===== config.mk =====
export PLATFORM = sky130hd
export DESIGN_NAME = video_mode_ctrl
export DESIGN_NICKNAME = d
export VERILOG_FILES = /design/src/rtl/video_mode_ctrl.sv
export SDC_FILE = /design/constraint.sdc
export NUM_CORES = 1
export LEC_CHECK = 0
export BUFFER_PORTS_ARGS = -buffer_cell sky130_fd_sc_hd__clkbuf_2
export CAP_MARGIN = 20
export CORE_ASPECT_RATIO = 2
export CORE_UTILIZATION = 45
export DETAILED_ROUTE_END_ITERATION = 8
export SLEW_MARGIN = 40
export SYNTH_ARGS = -nofsm -noshare
export SYNTH_HDL_FRONTEND = slang
export SYNTH_SLANG_ARGS = --single-unit

===== constraint.sdc =====
create_clock -name clk_in -period 2.9 [get_ports clk_in]
set_input_delay 0.87 -clock clk_in [delete_from_list [all_inputs] [get_ports clk_in]]
set_output_delay 0.87 -clock clk_in [all_outputs]
set_load 0.05 [all_outputs]

===== src/rtl/video_mode_ctrl.sv =====
// Frame-synchronous mode controller for the video mux background select.
// Mode requests are latched at any time and committed only on a frame_start pulse, followed by optional blanking.
module video_mode_ctrl #(
  parameter int BLANK_FRAMES       = 2,
  parameter int AUTO_PERIOD_FRAMES = 0
) (
  input  logic       clk_in,
  input  logic       rst_in,
  input  logic       btn_pulse_in,
  input  logic       sw_direct_in,
  input  logic [1:0] sw_mode_in,
  input  logic       frame_start_in,
  input  logic       camera_locked_in,
  output logic [1:0] bg_out,
  output logic       blank_out,
  output logic       pending_out,
  output logic       mode_changed_out,
  output logic [1:0] state_dbg
);

  typedef enum logic [1:0] {
    ST_STABLE  = 2'd0,
    ST_PENDING = 2'd1,
    ST_BLANK   = 2'd2
  } state_t;

  localparam bit          AUTO_EN    = (AUTO_PERIOD_FRAMES > 0);
  localparam bit          BLANK_EN   = (BLANK_FRAMES > 0);
  localparam logic [15:0] AUTO_LAST  = 16'(AUTO_PERIOD_FRAMES - 1);
  localparam logic [15:0] BLANK_LAST = 16'(BLANK_FRAMES - 1);

  state_t      state;
  logic [1:0]  target;
  logic [15:0] auto_cnt;
  logic [15:0] blank_cnt;

  logic        auto_expire;
  logic        manual_req;
  logic        commit;
  logic [1:0]  ref_bg;
  logic [1:0]  base;
  logic [1:0]  manual_next;
  logic        nxt_pend;
  logic [1:0]  nxt_tgt;

  assign state_dbg = state;

  // Request evaluation. ref_bg is the mode that will be on the mux after this
  // cycle, so a request coincident with a commit is judged against the new mode.
  always_comb begin
    auto_expire = AUTO_EN && (state == ST_STABLE) && !sw_direct_in &&
                  frame_start_in && (auto_cnt == AUTO_LAST);
    manual_req  = !sw_direct_in && (btn_pulse_in || auto_expire);
    commit      = (state == ST_PENDING) && frame_start_in &&
                  ((target == 2'd0) || camera_locked_in);
    ref_bg      = commit ? target : bg_out;
    base        = pending_out ? target : bg_out;
    manual_next = base + 2'd1;
    if (!camera_locked_in) begin
      manual_next = 2'd0;
    end

    nxt_pend = commit ? 1'b0 : pending_out;
    nxt_tgt  = target;
    if (!camera_locked_in && (ref_bg != 2'd0)) begin
      nxt_pend = 1'b1;
      nxt_tgt  = 2'd0;
    end else if (sw_direct_in) begin
      // Direct mode owns the target outright; a matching switch cancels any pending change.
      if (sw_mode_in != ref_bg) begin
        nxt_pend = 1'b1;
        nxt_tgt  = sw_mode_in;
      end else begin
        nxt_pend = 1'b0;
      end
    end else if (manual_req) begin
      if (manual_next != ref_bg) begin
        nxt_pend = 1'b1;
        nxt_tgt  = manual_next;
      end else begin
        nxt_pend = 1'b0;
      end
    end
  end

  always_ff @(posedge clk_in) begin
    if (rst_in) begin
      state            <= ST_STABLE;
      target           <= 2'd0;
      bg_out           <= 2'd0;
      blank_out        <= 1'b0;
      pending_out      <= 1'b0;
      mode_changed_out <= 1'b0;
      auto_cnt         <= 16'd0;
      blank_cnt        <= 16'd0;
    end else begin
      pending_out      <= nxt_pend;
      target           <= nxt_tgt;
      mode_changed_out <= commit;

      // Auto-cycle frame counter only runs while idle in manual mode.
      if ((state != ST_STABLE) || sw_direct_in || btn_pulse_in || auto_expire) begin
        auto_cnt <= 16'd0;
      end else if (frame_start_in) begin
        auto_cnt <= auto_cnt + 16'd1;
      end

      if (commit) begin
        bg_out    <= target;
        blank_cnt <= 16'd0;
        if (BLANK_EN) begin
          blank_out <= 1'b1;
          state     <= ST_BLANK;
        end else begin
          state <= nxt_pend ? ST_PENDING : ST_STABLE;
        end
      end else begin
        case (state)
          ST_STABLE: begin
            if (nxt_pend) begin
              state <= ST_PENDING;
            end
          end
          ST_PENDING: begin
            if (!nxt_pend) begin
              state <= ST_STABLE;
            end
          end
          ST_BLANK: begin
            // The frame that ends blanking never commits; a latched request waits one more frame.
            if (frame_start_in) begin
              if (blank_cnt == BLANK_LAST) begin
                blank_out <= 1'b0;
                blank_cnt <= 16'd0;
                state     <= nxt_pend ? ST_PENDING : ST_STABLE;
              end else begin
                blank_cnt <= blank_cnt + 16'd1;
              end
            end
          end
          default: begin
            state <= ST_STABLE;
          end
        endcase
      end
    end
  end

endmodule


Yosys cells after proc, flatten, opt, wreduce, memory -nomap -nowiden
Index checks and enable logic that the tools add are counted.

storage, ports and cells
  input port bits = 8
  output and inout bits = 7
  word-level logic and storage cells = 71
  bits in registers = 25

operators by class
  reduce and logical (&&, ||, !) cells = 22
  eq/ne operators = 14
  add/subtract/negate cells = 2
  mux-type cells = 25

operator list
  cell                                                                      number
  2-bit two-way mux                                                         12
  16-bit by 1-bit adder with 16-bit output (second input constant)          1
  16-bit by 1-bit equality test with 1-bit output (second input constant)   1
  16-bit two-way mux                                                        1
  3-bit inequality test (second input constant)                             4
  2-bit nonzero test                                                        6
  1-bit two-way mux                                                         11
  2-bit inequality test (second input constant)                             4
  4-bit AND reduction                                                       2
  2-bit one-hot mux with 3 select lines                                     1
  3-bit AND reduction                                                       2
  1-bit logical AND                                                         4
  2-bit logical NOT                                                         2
  2-bit inequality test                                                     2
  2-bit OR reduction                                                        2
  2-bit by 1-bit adder with 2-bit output (second input constant)            1
  2-bit by 1-bit equality test with 1-bit output (second input constant)    1
  2-bit equality test (second input constant)                               1
  1-bit logical NOT                                                         2
  2-bit by 1-bit inequality test with 1-bit output (second input constant)  1
  2-bit AND reduction                                                       1
  1-bit logical OR                                                          1

Longest topological paths before layout
  word-level depth = 14
  gate-level depth with buffers = 8
  mapped depth without buffers = 8

Worst setup path after synthesis
No wires, ideal clock.

  kind = input port to flip-flop
  from = input port frame_start_in
  to = register target[0]
  buffers on the path = 1
  required time = 2.828 ns
  library setup time = 0.072 ns
  setup slack = 0.662 ns
  cell stages on the path = 7
  arrival = 2.166 ns
  cell sequence = and3b_1 buf_6 mux2_4 a32oi_1 a31oi_1 a211oi_2 mux2i_1

on the way
  cells in the longest elaborated chain, start to end = 6
  elaborated cells between the ends (all ways) = 11
  those cells by class = 3 x eq/ne; 1 x mux; 7 x reduce/logical

RTL lines
  item                                                                                       RTL line  RTL
  start: declaration                                                                         12        input logic frame_start_in,
  1-bit logical AND (*) (2 in a row)                                                         54        commit = (state == ST_PENDING) && frame_start_in &&
  2-bit two-way mux (*)                                                                      --
  2-bit inequality test (tied with other cells)                                              70        if (sw_mode_in != ref_bg) begin
  2-bit by 1-bit inequality test with 1-bit output (no source line) (tied with other cells)  --
  3-bit AND reduction (no source line) or 2-bit OR reduction (tied branches)                 --
  end signal: assignment                                                                     98        target <= nxt_tgt;
  end: declaration                                                                           33        logic [1:0] target;

Mark *: on every way between the ends. The rest lies on a longest branch, timed or not.
A chain may end at the register's enable or synchronous reset.

Worst setup path after layout
  from = input port frame_start_in
  to = register target[1]

The elaborated chain is that of the path after synthesis.

==> impl_metrics.json <==
{
  "clock_tree.root_cell": "clkbuf_8",
  "hpwl_um": 2210,
  "antenna_cells": 0,
  "pwr-share-comb_pct": 14.2,
  "die_area_sq_um": 3220,
  "routabilityCongestion": 0.756,
  "ys.flop_type": "dfxtp_1",
  "stdcell_count": 203,
  "p_per_area_nw_per_um2": 455,
  "die_w_um": 40.6,
  "final_antenna_net_count": 0,
  "dp.cells": 199,
  "syn_avg_cell_area_sq_um": 8.39,
  "hold_buffers": 0,
  "crit_path_max_fanout": 7,
  "cts_made_buffers": 3,
  "grt_pass1_wl_um": 4490,
  "p_int_uw": 483,
  "drt-total-wl_um": 2780,
  "final_nets": 185,
  "grt_setup_unrepaired": "no",
  "clk_pin_slew_ns": 0.09,
  "p_sw_share_pct": 27.8,
  "final.setup.tns_ns": 0,
  "ys_seq_area_share_pct": 37.3,
  "seq_power_share_pct": 54.6,
  "min_to": "blank_out",
  "finalHoldViolCount": 0,
  "cp_num_buf_inv": 1,
  "netlist_area_sq_um": 1340,
  "fp-row-count": 27,
  "fin_crit_sh_pct": 79.0,
  "cp-start-kind": "input port",
  "clock_sinks": 25,
  "hp-start": "blank_out",
  "area_growth_pct": 9.51,
  "min_path_cells": 2,
  "synth_nets": 170,
  "reg2reg_to": "target[1]",
  "route.detailed.drc": 0,
  "worstReg2RegStart": "state_dbg[0]",
  "grt_overflow": 0,
  "cts_buffer_depth": 2,
  "start_util_pct": 47.9,
  "critPathRequiredTime_ns": 3.11,
  "p_switching_uw": 186,
  "p_leak_nw": 0.566,
  "drt_first_iter_violations": 26,
  "yosysWarnings": 0,
  "post_cts_resized": 0,
  "async_flop_share_pct": 0,
  "status": "completed",
  "post_cts_buffers": 0,
  "p_clk_share_pct": 31.3,
  "cts_tree": "done",
  "finClkSkew_ns": 0.00580,
  "path_cells": "clkbuf_2 > and3b_1 > mux2_4 > a32oi_1 > a31oi_1 > a211oi_2 > mux2i_1",
  "setup_viol": 0,
  "cpMaxStageDelayCell": "and3b_1",
  "first_pass_iters": 4,
  "peakVddDrop_mv": 0.265,
  "synth_edf_count": 0,
  "setup.worst_path.end_class": "register",
  "htree_levels": 1,
  "hp-class": "register to register",
  "ys_types": 43,
  "ioPinCount": 15,
  "worst-endpoint-arrival_ns": 2.50,
  "coreArea_sq_um": 2800,
  "wl_per_cell_um": 13.7,
  "track_usage_pct": 19.9,
  "viasPerCell": 5.62,
  "path_delay_family": "compound AO/OA/AOI/OAI gates",
  "dr_total_vias": 1141,
  "ys_ff_latch": 25,
  "cpPeakStageDelay_ns": 0.35,
  "drive_gt1_share_pct": 16.7,
  "tightest_slew_ns": 0.473,
  "maxCapViolations": 0,
  "fillers": 302,
  "relSlewSlack_pct": 68.2,
  "port_buffers": 14,
  "finalMaxSlewViolations": 0,
  "grt_antenna_before_repair": 0,
  "grt_max_degree": 16,
  "rrSetupSlack_ns": 0.90,
  "worst-setup-path-type": "input port to register",
  "period_needed_ns": 2.29,
  "max_freq_mhz": 437,
  "grt_pass1_vias": 1100,
  "syn_inst": 160,
  "die_h_um": 79.2,
  "r2r_cells": 6,
  "clock_latency_ns": 0.27
}
==> cell type report <==
class | count | area [sq um] | share of cell area [%]
multi-input combinational | 128 | 800 | 54.4
sequential | 25 | 500 | 34.0
timing repair buffer | 15 | 77.6 | 5.28
clock buffer | 3 | 41.3 | 2.81
tap | 29 | 36.3 | 2.47
clock inverter | 1 | 7.51 | 0.511
inverter | 2 | 7.51 | 0.511
==> cell usage in the layout, fill, tap and decap left out, types with 3 or more instances in the layout <==
| master | netlist | layout |
|---|---|---|
| nor2_1 | 25 | 25 |
| o21ai_0 | 6 | 6 |
| a21oi_1 | 7 | 7 |
| dfxtp_1 | 25 | 25 |
| mux2i_1 | 4 | 4 |
| nor2b_1 | 3 | 3 |
| nor4_1 | 3 | 3 |
| xnor2_1 | 8 | 8 |
| xor2_1 | 9 | 9 |
| nor3_1 | 6 | 6 |
| clkbuf_8 | 0 | 3 |
| and3_1 | 3 | 3 |
| nand3_1 | 4 | 4 |
| nand4_1 | 3 | 3 |
| nand2_1 | 16 | 16 |
| clkbuf_2 | 0 | 14 |
==> cells by family after synthesis <==
| kind of cell | Yosys count | synth area share, % |
|---|---|---|
| and+or+nand+nor | 80 | 30.6 |
| xor gates and xnor gates | 17 | 11.1 |
| AOI/OAI and AO/OA | 23 | 10.9 |
| muxes | 6 | 5.13 |
| buffers and inverters | 7 | 3.17 |
| adders and majority gates | 2 | 1.86 |
| DFF | 25 | 37.3 |
==> state kept, by name, indices dropped and copies added, names as in the netlist <==
signal and count:
bg_out 2, target 2, blank_out 1, pending_out 1, state_dbg 2, blank_cnt 16, mode_changed_out 1
==> power by group through the flow <==
stage / Combinational (mW) / Sequential [mW] / Clock, mW
5_1_grt: 0.103 / 0.366 / 0.227
3_5_place_dp: 0.0949 / 0.373 / 0
3_3_place_gp: 0.0933 / 0.373 / 0
6_report: 0.0948 / 0.365 / 0.209
2_1_floorplan: 0.0570 / 0.387 / 0
4_1_cts: 0.0954 / 0.365 / 0.215
==> worst max-delay path by stage <==
stage,cells after the start,from,slack [ns],endpoint
5_1_grt,7,frame_start_in,0.44,target[1]
2_1_floorplan,7,frame_start_in,0.66,target[0]
6_report,7,frame_start_in,0.61,target[1]
4_1_cts,7,frame_start_in,0.61,target[1]
3_5_place_dp,7,frame_start_in,0.36,target[0]
3_3_place_gp,7,frame_start_in,0.38,target[1]
==> Yosys cell counts (all sizes together), types with 2 or more instances <==
library cell / number / share of area [%]
o21bai: 2 / 1.4
mux2i: 5 / 4.0
and3: 4 / 2.2
or2b: 2 / 1.1
nand3: 4 / 1.5
a211oi: 2 / 1.5
and4: 2 / 1.3
xnor2: 8 / 5.2
nor2: 26 / 7.5
a31oi: 2 / 0.93
nor2b: 3 / 1.4
inv: 2 / 0.56
nand2: 17 / 5.3
xor2: 9 / 5.9
nand2b: 2 / 0.93
nor4: 3 / 1.4
buf: 4 / 2.3
and2: 4 / 2.0
ha: 2 / 1.9
o21ai: 7 / 2.6
dfxtp: 25 / 37
nand4: 3 / 1.4
a21oi: 7 / 2.6
nor3: 6 / 2.2
==> tightest hold or removal path, cell delays in order, from the launching register on <==
cell,delay (ns)
dfxtp_1,0.31
o21ai_0,0.07
a21oi_1,0.06
==> metrics by stage <==
stage	total power [mW]	instance area (sq um)	setup WS, ns	hold slack, ns	utilization (%)
2_1_floorplan	0.444	1340	0.662	0.485	-
4_1_cts	0.675	1470	0.612	0.485	52.4
3_3_place_gp	0.466	1420	0.383	0.475	50.7
3_5_place_dp	0.467	1420	0.361	0.471	50.7
6_report	0.669	1470	0.610	0.483	52.4
5_1_grt	0.696	1470	0.441	0.529	52.4
==> layer usage <==
| metal | GRT usage (%) | vias to the layer above | wire length (um) | share of wire [%] |
|---|---|---|---|---|
| met1 | 18.2 | 542 | 1010 | 36 |
| met4 | 10.0 | 0 | 93 | 3.4 |
| met2 | 37.6 | 17 | 1630 | 59 |
| met5 | 0 | - | 0 | 0 |
| met3 | 1.96 | 8 | 40 | 1.4 |
| li1 | - | 574 | - | - |
Power figures use the tool's default switching activity.
